## src/rtl/la_cfg_pkg.sv

```systemverilog
// Shared types and widths for the capture configuration controller.
// Latency: n/a (types and constants only).
// Backpressure: n/a.
package la_cfg_pkg;

  localparam int FREQ_W = 29;

  typedef enum logic [1:0] {
    TRIG_NONE    = 2'b00,
    TRIG_RISING  = 2'b01,
    TRIG_FALLING = 2'b10,
    TRIG_EITHER  = 2'b11
  } trig_kind_t;

  typedef enum logic {
    MODE_OR  = 1'b0,
    MODE_AND = 1'b1
  } trig_mode_t;

endpackage

```

## src/rtl/key_event.sv

```systemverilog
// Rising-edge detector for one front-panel key, with optional hold-to-repeat.
// Latency: evt is combinational from key against the registered previous level.
// Backpressure: none; clear drops events and disarms repeat, but the edge register keeps tracking.
module key_event #(
  parameter bit REPEAT_EN     = 1'b0,
  parameter int REPEAT_DELAY  = 50_000_000,
  parameter int REPEAT_PERIOD = 10_000_000
) (
  input  logic clk,
  input  logic rst,
  input  logic key,
  input  logic clear,
  output logic evt
);

  localparam int CW = $clog2(REPEAT_DELAY + REPEAT_PERIOD + 1);

  logic          key_q;
  logic          armed;
  logic [CW-1:0] cnt;
  logic          rise;
  logic          rep_hit;

  assign rise    = key & ~key_q;
  // armed is only ever set while the key is continuously held, so a repeat
  // can never coincide with a fresh rising edge
  assign rep_hit = REPEAT_EN && armed && key && (cnt == '0);
  assign evt     = ~clear & (rise | rep_hit);

  // Track the key level; count down to the next repeat while held and unlocked
  always_ff @(posedge clk or posedge rst) begin
    if (rst) begin
      key_q <= 1'b0;
      armed <= 1'b0;
      cnt   <= '0;
    end else begin
      key_q <= key;
      if (clear || !key || !REPEAT_EN) begin
        armed <= 1'b0;
        cnt   <= '0;
      end else if (rise) begin
        armed <= 1'b1;
        cnt   <= CW'(REPEAT_DELAY - 1);
      end else if (armed) begin
        if (cnt == '0) begin
          cnt <= CW'(REPEAT_PERIOD - 1);
        end else begin
          cnt <= cnt - CW'(1);
        end
      end
    end
  end

endmodule

```

## src/rtl/capture_config_controller.sv

```systemverilog
// Front-panel key events -> sampling rate, per-channel trigger kinds, trigger-combine mode.
// Latency: key rising edge sampled at a clock edge updates all registered outputs at that same edge.
// Backpressure: none; cfg_lock discards all events and disarms auto-repeat.
import la_cfg_pkg::*;

module capture_config_controller #(
  parameter int N_CHANNELS    = 16,
  parameter int CLK_FREQ_HZ   = 100_000_000,
  parameter int N_RATES       = 27,
  parameter int REPEAT_DELAY  = 50_000_000,
  parameter int REPEAT_PERIOD = 10_000_000
) (
  input  logic                          clk,
  input  logic                          rst,
  input  logic                          faster,
  input  logic                          slower,
  input  logic                          chan_next,
  input  logic                          chan_prev,
  input  logic                          trig_toggle,
  input  logic                          mode_toggle,
  input  logic                          cfg_lock,
  output logic [FREQ_W-1:0]             PRESCALING_FACTOR,
  output logic [FREQ_W-1:0]             SAMPLING_FREQUENCY,
  output trig_kind_t                    TRIGGER_KIND [N_CHANNELS],
  output logic [$clog2(N_CHANNELS)-1:0] CHANNEL_SEL,
  output trig_mode_t                    TRIG_MODE,
  output logic                          CFG_CHANGED
);

  localparam int CH_W = $clog2(N_CHANNELS);
  localparam int RW   = 5;
  localparam logic [CH_W-1:0] CH_MAX   = CH_W'(N_CHANNELS - 1);
  localparam logic [RW-1:0]   RATE_MAX = RW'(N_RATES - 1);

  if (CLK_FREQ_HZ >= (1 << FREQ_W) || N_RATES > 29 || N_RATES < 1 || N_CHANNELS < 2) begin : g_bad_param
    $error("capture_config_controller: illegal parameter combination");
  end

  logic faster_ev, slower_ev, next_ev, prev_ev, trig_ev, mode_ev;

  key_event #(.REPEAT_EN(1'b1), .REPEAT_DELAY(REPEAT_DELAY), .REPEAT_PERIOD(REPEAT_PERIOD)) u_faster (
    .clk(clk), .rst(rst), .key(faster), .clear(cfg_lock), .evt(faster_ev));
  key_event #(.REPEAT_EN(1'b1), .REPEAT_DELAY(REPEAT_DELAY), .REPEAT_PERIOD(REPEAT_PERIOD)) u_slower (
    .clk(clk), .rst(rst), .key(slower), .clear(cfg_lock), .evt(slower_ev));
  key_event #(.REPEAT_EN(1'b0), .REPEAT_DELAY(REPEAT_DELAY), .REPEAT_PERIOD(REPEAT_PERIOD)) u_next (
    .clk(clk), .rst(rst), .key(chan_next), .clear(cfg_lock), .evt(next_ev));
  key_event #(.REPEAT_EN(1'b0), .REPEAT_DELAY(REPEAT_DELAY), .REPEAT_PERIOD(REPEAT_PERIOD)) u_prev (
    .clk(clk), .rst(rst), .key(chan_prev), .clear(cfg_lock), .evt(prev_ev));
  key_event #(.REPEAT_EN(1'b0), .REPEAT_DELAY(REPEAT_DELAY), .REPEAT_PERIOD(REPEAT_PERIOD)) u_trig (
    .clk(clk), .rst(rst), .key(trig_toggle), .clear(cfg_lock), .evt(trig_ev));
  key_event #(.REPEAT_EN(1'b0), .REPEAT_DELAY(REPEAT_DELAY), .REPEAT_PERIOD(REPEAT_PERIOD)) u_mode (
    .clk(clk), .rst(rst), .key(mode_toggle), .clear(cfg_lock), .evt(mode_ev));

  logic [RW-1:0]   rate_idx;
  logic [RW-1:0]   rate_nxt;
  logic [CH_W-1:0] sel_nxt;
  trig_mode_t      mode_nxt;
  trig_kind_t      kind_nxt;
  logic            changed_nxt;

  // Next configuration from this cycle's events; saturated or cancelled moves do not flag a change
  always_comb begin
    rate_nxt    = rate_idx;
    sel_nxt     = CHANNEL_SEL;
    mode_nxt    = TRIG_MODE;
    kind_nxt    = trig_kind_t'(TRIGGER_KIND[CHANNEL_SEL] + 2'd1);
    changed_nxt = 1'b0;

    if (slower_ev && !faster_ev && rate_idx != RATE_MAX) begin
      rate_nxt    = rate_idx + RW'(1);
      changed_nxt = 1'b1;
    end else if (faster_ev && !slower_ev && rate_idx != '0) begin
      rate_nxt    = rate_idx - RW'(1);
      changed_nxt = 1'b1;
    end

    if (next_ev && !prev_ev) begin
      sel_nxt     = (CHANNEL_SEL == CH_MAX) ? '0 : CHANNEL_SEL + CH_W'(1);
      changed_nxt = 1'b1;
    end else if (prev_ev && !next_ev) begin
      sel_nxt     = (CHANNEL_SEL == '0) ? CH_MAX : CHANNEL_SEL - CH_W'(1);
      changed_nxt = 1'b1;
    end

    if (mode_ev) begin
      mode_nxt    = (TRIG_MODE == MODE_OR) ? MODE_AND : MODE_OR;
      changed_nxt = 1'b1;
    end

    if (trig_ev) begin
      changed_nxt = 1'b1;
    end
  end

  // Register configuration; the trigger toggle uses the cursor before any move this cycle
  always_ff @(posedge clk or posedge rst) begin
    if (rst) begin
      rate_idx           <= '0;
      PRESCALING_FACTOR  <= FREQ_W'(1);
      SAMPLING_FREQUENCY <= FREQ_W'(CLK_FREQ_HZ);
      CHANNEL_SEL        <= '0;
      TRIG_MODE          <= MODE_OR;
      CFG_CHANGED        <= 1'b0;
      for (int i = 0; i < N_CHANNELS; i++) begin
        TRIGGER_KIND[i] <= TRIG_NONE;
      end
    end else begin
      rate_idx           <= rate_nxt;
      PRESCALING_FACTOR  <= FREQ_W'(1) << rate_nxt;
      SAMPLING_FREQUENCY <= FREQ_W'(CLK_FREQ_HZ) >> rate_nxt;
      CHANNEL_SEL        <= sel_nxt;
      TRIG_MODE          <= mode_nxt;
      CFG_CHANGED        <= changed_nxt;
      if (trig_ev) begin
        TRIGGER_KIND[CHANNEL_SEL] <= kind_nxt;
      end
    end
  end

endmodule

```

## config.mk

```make
export PLATFORM = sky130hd
export DESIGN_NAME = capture_config_controller
export DESIGN_NICKNAME = d
export VERILOG_FILES = /design/src/rtl/la_cfg_pkg.sv /design/src/rtl/key_event.sv /design/src/rtl/capture_config_controller.sv
export SDC_FILE = /design/constraint.sdc
export NUM_CORES = 1
export LEC_CHECK = 0
export ABC_AREA = 0
export CAP_MARGIN = 40
export CORE_MARGIN = 2
export CORE_UTILIZATION = 35
export DETAILED_ROUTE_END_ITERATION = 12
export PLACE_DENSITY = 0.53
export SYNTH_ARGS = -nofsm -noshare
export SYNTH_HDL_FRONTEND = slang
export SYNTH_SLANG_ARGS = --single-unit
```

## constraint.sdc

```tcl
create_clock -name clk -period 5.3 [get_ports clk]
set_input_delay 0.53 -clock clk [delete_from_list [all_inputs] [get_ports clk]]
set_output_delay 0.53 -clock clk [all_outputs]
set_load 0.05 [all_outputs]
```

==> results.toml, run 1 <==
[synthesis]
postSynthCellCount = 772
ys_seq_area_share_pct = 50.38
synth_area_mm2 = 0.007828
dominantRegCellSynth = "dfrtp_1"
synth-seq-cells = 157
synth_top_cells_by_area = "dfrtp_1 46%, nor2_1 5.5%, mux2_2 4.9%, dfstp_2 4.0%, o21ai_0 3.5%"
yosysUniqueCellTypes = 75
synth-edff-count = 0
synth_top_area_share_pct = 46.36
synth.avg_cell_area_um2 = 10.14
async_reset_ff_share_pct = 100.0
ys_warn_count = 0
yosysTopAreaCell = "dfrtp_1"

[setup_path]
reg2reg_to = "SAMPLING_FREQUENCY[7]"
path_buf_inv = 1
r2r_slack_ps = 1440
crit_arrival_ps = 4200
start_kind = "register"
endpoint_kind = "register"
slowest_delay_ps = 650
cp_top_family = "compound AO/OA/AOI/OAI gates"
rr_worst_depth = 10
worst_path_max_delay_cell = "o31ai_2"
crit_chain = "nor4_1 -> nand3_1 -> o31ai_2 -> a211oi_2 -> a32oi_2 -> xor2_2 -> inv_2 -> xnor2_2 -> nor2_1 -> o31ai_1"
crit_required_ps = 5640
cp_max_fo = 15
r2r-start = "u_faster.cnt[12]"
criticalPathCategory = "reg2reg"

[floorplanning]
die_w_um = 153.5
fp.dieH_um = 153.5
io_pins = 105
core_area_mm2 = 0.02189
initial_core_util_pct = 35.76
dieArea_mm2 = 0.02358
placementRows = 54

[power_and_ir_drop]
power.density_mw_per_mm2 = 609.7
seqPwrFrac_pct = 29.6
p_sw_w = 0.002777
peakVddDrop_uv = 389.0
p_leak_nw = 4.206
p_int_w = 0.003176
power_w = 0.005953
pwr-share-clk_pct = 21.8
power_switching_share_pct = 46.65
combPwrFrac_pct = 48.6

[clock_network]
clockBufferDepth = 2
cts_setup_buffers = 0
cts_tree = "built"
ctsHoldBuffers = 0
cts.sinks = 157
root_buffer = "clkbuf_16"
clkTransAtPathRegs_ps = 80
h-tree-depth = 4
cts_resized = 0
clkLatencyLatePin_ps = 440
numCtsBuffers = 17

[placement]
dp_hpwl_um = 14090
place_inst = 1128
portBuffers = 102
dp_slack_ps = 1147
gp_congestion = 0.8306

[detailed_routing]
drt-total-wl_um = 20520
wl_per_cell_um = 17.69
via_per_inst = 5.371
num_vias = 6230
ant_nets = 0
drc_errors = 0
drt_iter0_markers = 590
first_pass_iters = 6

[finish]
layout_common_cells = "145 x dfrtp_1, 115 x nor2_1, 102 x clkdlybuf4s50_1, 57 x nand2_1, 54 x o21ai_0"
diodes = 0
area_delta_synth_final_pct = 24.73
mostFrequentLayoutCell = "dfrtp_1"
fin_nets = 890
drive_gt1_share_pct = 16.48
final_cells = 1160
fillerInstances = 2151

[sta]
period_share_pct = 72.87
tightest_slew_ps = 766.7
worst_slack_ps = 1438
setup_viol = 0
hold_viol_final = 0
max_freq_mhz = 258.9
finalSetupTns_ps = 0
drv_slew = 0
rsz0062_at_grt = "false"
period_needed_ps = 3862
fin_skew_ps = 13.35
slew_headroom_pct = 48.88

[grt]
grt_max_degree = 52
grt_pass1_wl_um = 33820
grt_usage_pct = 17.93
antenna_found_initial = 0
grt_pass1_vias = 6162
overflow = 0

[run_status]
status = "finished clean"

[hold_path]
hold_class = "in2async"

[job]
max-cap-violations = 0
-- power by group through the flow --
stage / Combinational, W / Clock [W] / Sequential [W]
6_report: 0.00289 / 0.00130 / 0.00176
5_1_grt: 0.00310 / 0.00138 / 0.00181
4_1_cts: 0.00291 / 0.00132 / 0.00177
3_5_place_dp: 0.00289 / 0 / 0.00178
3_3_place_gp: 0.00289 / 0 / 0.00179
2_1_floorplan: 0.00130 / 0 / 0.00250
-- state kept, by name (all words and copies together) (netlist names), 4 cells and up --
| name | count |
|---|---|
| SAMPLING_FREQUENCY | 27 |
| TRIGGER_KIND | 32 |
| CHANNEL_SEL | 4 |
| PRESCALING_FACTOR | 27 |
| u_slower.cnt | 26 |
| u_faster.cnt | 26 |
| rate_idx | 5 |
-- worst max path at each step --
stage | start | to | slack, ps | cells after the start
after detailed placement | slower | SAMPLING_FREQUENCY[7] | 1150 | 12
after floorplan | rst | CFG_CHANGED | 560 | 1
after global routing | u_faster.cnt[12] | SAMPLING_FREQUENCY[8] | 1030 | 9
final | u_faster.cnt[12] | SAMPLING_FREQUENCY[7] | 1440 | 10
after global placement | slower | SAMPLING_FREQUENCY[10] | 1130 | 12
after CTS | u_faster.cnt[12] | SAMPLING_FREQUENCY[8] | 1490 | 9
-- synth_stat cells (3+ instances only) --
cell and count:
or3_1 8, o221a_2 3, xnor2_1 7, ha_1 14, o21ai_0 54, clkbuf_1 23
nand3_1 26, o21ai_1 9, a22o_1 3, buf_4 7, a21oi_1 49, buf_2 6
or4_1 3, nand2_1 57, inv_2 5, nand2b_1 6, nand2_2 3, nor4_4 5
nor2_2 4, nand4_1 4, a211oi_1 4, o21a_1 5, nor2b_1 12, dfrtp_1 145
mux2_2 34, xor2_1 3, nor2_1 115, nor4_1 9, nand3b_1 3, nor3_1 23
o31ai_1 7, mux4_2 9, o22ai_1 3, inv_1 20, a31oi_1 7, a311oi_1 14
dfstp_2 12, or4_4 4
-- area by class of cell --
class	count	area [um^2]	area share [%]
clock buffers	17	425.4	4.357
repair buffers	112	1116	11.43
inverters	26	102.6	1.051
clock inverters	15	210.2	2.153
well taps	280	350.3	3.588
flip-flops and latches	157	3944	40.39
multi-input cells	553	3615	37.02
-- stage by stage --
step           hold slack (ps)  area, um^2  utilization (%)
2_1_floorplan            448.6        7831                -
3_3_place_gp             475.5        9092            41.54
3_5_place_dp             470.4        9128            41.70
6_report                 481.8        9763            44.60
4_1_cts                  488.5        9763            44.60
5_1_grt                  514.6        9763            44.60
-- logic make-up (layout without fill, tap and decap cells) --
family	after synthesis	count (layout)	synth area share (%)
DFF	157	157	50.38
adders and majority gates	14	14	2.238
AOI/OAI and AO/OA	183	183	14.83
xor gates and xnor gates	14	14	2.094
buffers and inverters	63	170	3.549
other	1	2	0.04791
muxes	45	45	7.737
and+or+nand+nor	295	295	19.12
-- metal layers --
metal	up-vias	GRT usage [%]	part of all wire (%)
met1	3094	25.88	49
met2	160	27.34	46
met3	16	4.059	4.3
met4	0	4.718	1.2
li1	2960	-	-
met5	-	0	0
No activity file was read; power rests on OpenSTA's default activity.
==> run 2: changes to the inputs <==
PLACE_DENSITY = 0.55   (was 0.53)
clock period = 3.3 ns   (was 5.3 ns; I/O delays follow)
==> run 2 against run 1 <==
Worst hold slack lost 350 ps. Non-clock buffer count grew 44. Final cell count grew 3.8%. Die area is the same. Combinational power grew 70%. Register-to-register slack lost 1200 ps. Flip-flop and latch count is the same. Worst setup slack lost 1200 ps. Clock skew grew 4.8 ps. Sequential power grew 59%. Power grew 63%. Critical path depth grew 2. Critical endpoint is now SAMPLING_FREQUENCY[8]. Largest cell class unchanged.
==> results.toml, run 2 (synthesis gave the netlist of run 1 again) <==
[sta]
period_share_pct = 93.82
whs_ps = 128.0
drv_slew = 0
slew_headroom_pct = 49.58
tightest_slew_ps = 753.6
hold_viol_final = 0
max_freq_mhz = 323.0
setup_viol = 0
period_needed_ps = 3096
finalSetupTns_ps = 0
fin_skew_ps = 18.12
rsz0062_at_grt = "false"

[detailed_routing]
drt-total-wl_um = 20930
first_pass_iters = 5
ant_nets = 0
via_per_inst = 5.258
num_vias = 6331
wl_per_cell_um = 17.38
drt_iter0_markers = 322
drc_errors = 0

[finish]
finalInstanceArea_mm2 = 0.01012
mostFrequentLayoutCell = "dfrtp_1"
diodes = 0
fin_nets = 934
fillerInstances = 2141
drive_gt1_share_pct = 20.67
layout_common_cells = "145 x dfrtp_1, 115 x nor2_1, 102 x clkdlybuf4s50_1, 56 x nand2_1, 54 x o21ai_0"
area_delta_synth_final_pct = 29.25
utilization_pct = 46.22
top_regs = "TRIGGER_KIND x32, PRESCALING_FACTOR x27, SAMPLING_FREQUENCY x27"
top_register = "TRIGGER_KIND"
largest_reg_flops = 32

[grt]
grt_pass1_wl_um = 34580
grt_usage_pct = 18.22
grt_max_degree = 54
overflow = 0
grt_pass1_vias = 6440
antenna_found_initial = 0

[clock_network]
numCtsBuffers = 17
cts.sinks = 157
ctsHoldBuffers = 0
clockBufferDepth = 2
root_buffer = "clkbuf_16"
clkLatencyLatePin_ps = 440
cts_tree = "built"
clkTransAtPathRegs_ps = 70
h-tree-depth = 4

[placement]
post_dp_cell_area_mm2 = 0.009474
gp_congestion = 0.8266
portBuffers = 102
dp_hpwl_um = 14710

[setup_path]
cp_top_family = "simple AND/OR/NAND/NOR gates"
crit_chain = "or4_4 -> nor4_4 -> buf_4 -> a31oi_2 -> buf_4 -> a211oi_1 -> a31o_2 -> xnor2_4 -> inv_4 -> nor2_2 -> o32ai_1 -> a21oi_1"
crit_required_ps = 3650
crit_arrival_ps = 3450
cp_max_fo = 11
endpoint_kind = "register"
slowest_delay_ps = 590
path_buf_inv = 3
start_kind = "register"
cpMostUsedCell = "buf_4"
worst-path-stages = 12
criticalPathCategory = "reg2reg"
rr_worst_depth = 12
worst_path_max_delay_cell = "or4_4"

[job]
max-cap-violations = 0

[floorplanning]
placementRows = 54
dieArea_mm2 = 0.02358
initial_core_util_pct = 35.76
io_pins = 105
die_w_um = 153.5
fp.dieH_um = 153.5
core_area_mm2 = 0.02189

[power_and_ir_drop]
peakVddDrop_uv = 615.8
p_leak_nw = 4.423
power.density_mw_per_mm2 = 959.1
power_w = 0.009703

[hold_path]
hold_class = "in2async"

[run_status]
status = "finished clean"
==> run 2: cell types whose count changed in the layout (fill, tap and decap cells not counted), moves of 3 or more <==
cell / delta
inv_2: -3
inv_4: +3
buf_4: +42
buf_12: +3
==> run 2: path summary, 6_finish.rpt <==
check / from / end / slack, ps
setup / recovery: u_slower.cnt[16] / SAMPLING_FREQUENCY[8] / 200
hold / removal: rst / TRIG_MODE / 130
setup reg to reg: u_slower.cnt[16] / SAMPLING_FREQUENCY[8] / 200
hold reg to reg: TRIG_MODE / TRIG_MODE / 490
max in group asynchronous: rst / SAMPLING_FREQUENCY[14] / 2380
min in group clk: mode_toggle / u_mode.key_q / 390
==> run 2: stage by stage <==
| stage | setup slack (ps) | instances |
|---|---|---|
| CTS | 32.80 | 1204 |
| detailed placement | 39.20 | 1172 |
| global placement | 82.75 | 1171 |
| global route | 0.8027 | 1204 |
| finish | 204.0 | 1204 |
| floorplan | 314.7 | 773 |
==> run 2: cell type report <==
cell class              instances  area [um^2]  area share, %
clock inverters                15        185.2          1.830
flip-flops and latches        157         3944          38.98
multi-input cells             553         3640          35.98
clock buffers                  17        425.4          4.205
well taps                     280        350.3          3.463
inverters                      26        108.9          1.076
repair buffers                156         1464          14.47
==> run 2: layer usage <==
layer	global-route usage (%)	wire length (um)	vias up
li1	-	-	3062
met1	26.00	10140	3097
met2	28.17	9668	149
met3	4.200	861	23
met4	4.631	251	0
met5	0	0	-
==> run 2: repair_timing <==
item | 4_1_cts | 5_1_grt
setup endpoints to repair | 0 | 26
setup buffers | 0 | 0
gates resized for setup | 0 | 9
endpoints found under the hold margin | 0 | 0
==> run 2: power breakdown <==
part	leakage, nW	switching (W)	total (W)	internal [W]
clock network	0.298	0.000971	0.00200	0.00103
logic	2.07	0.00316	0.00491	0.00175
registers	2.06	0.000376	0.00279	0.00242
total	4.42	0.00450	0.00970	0.00520
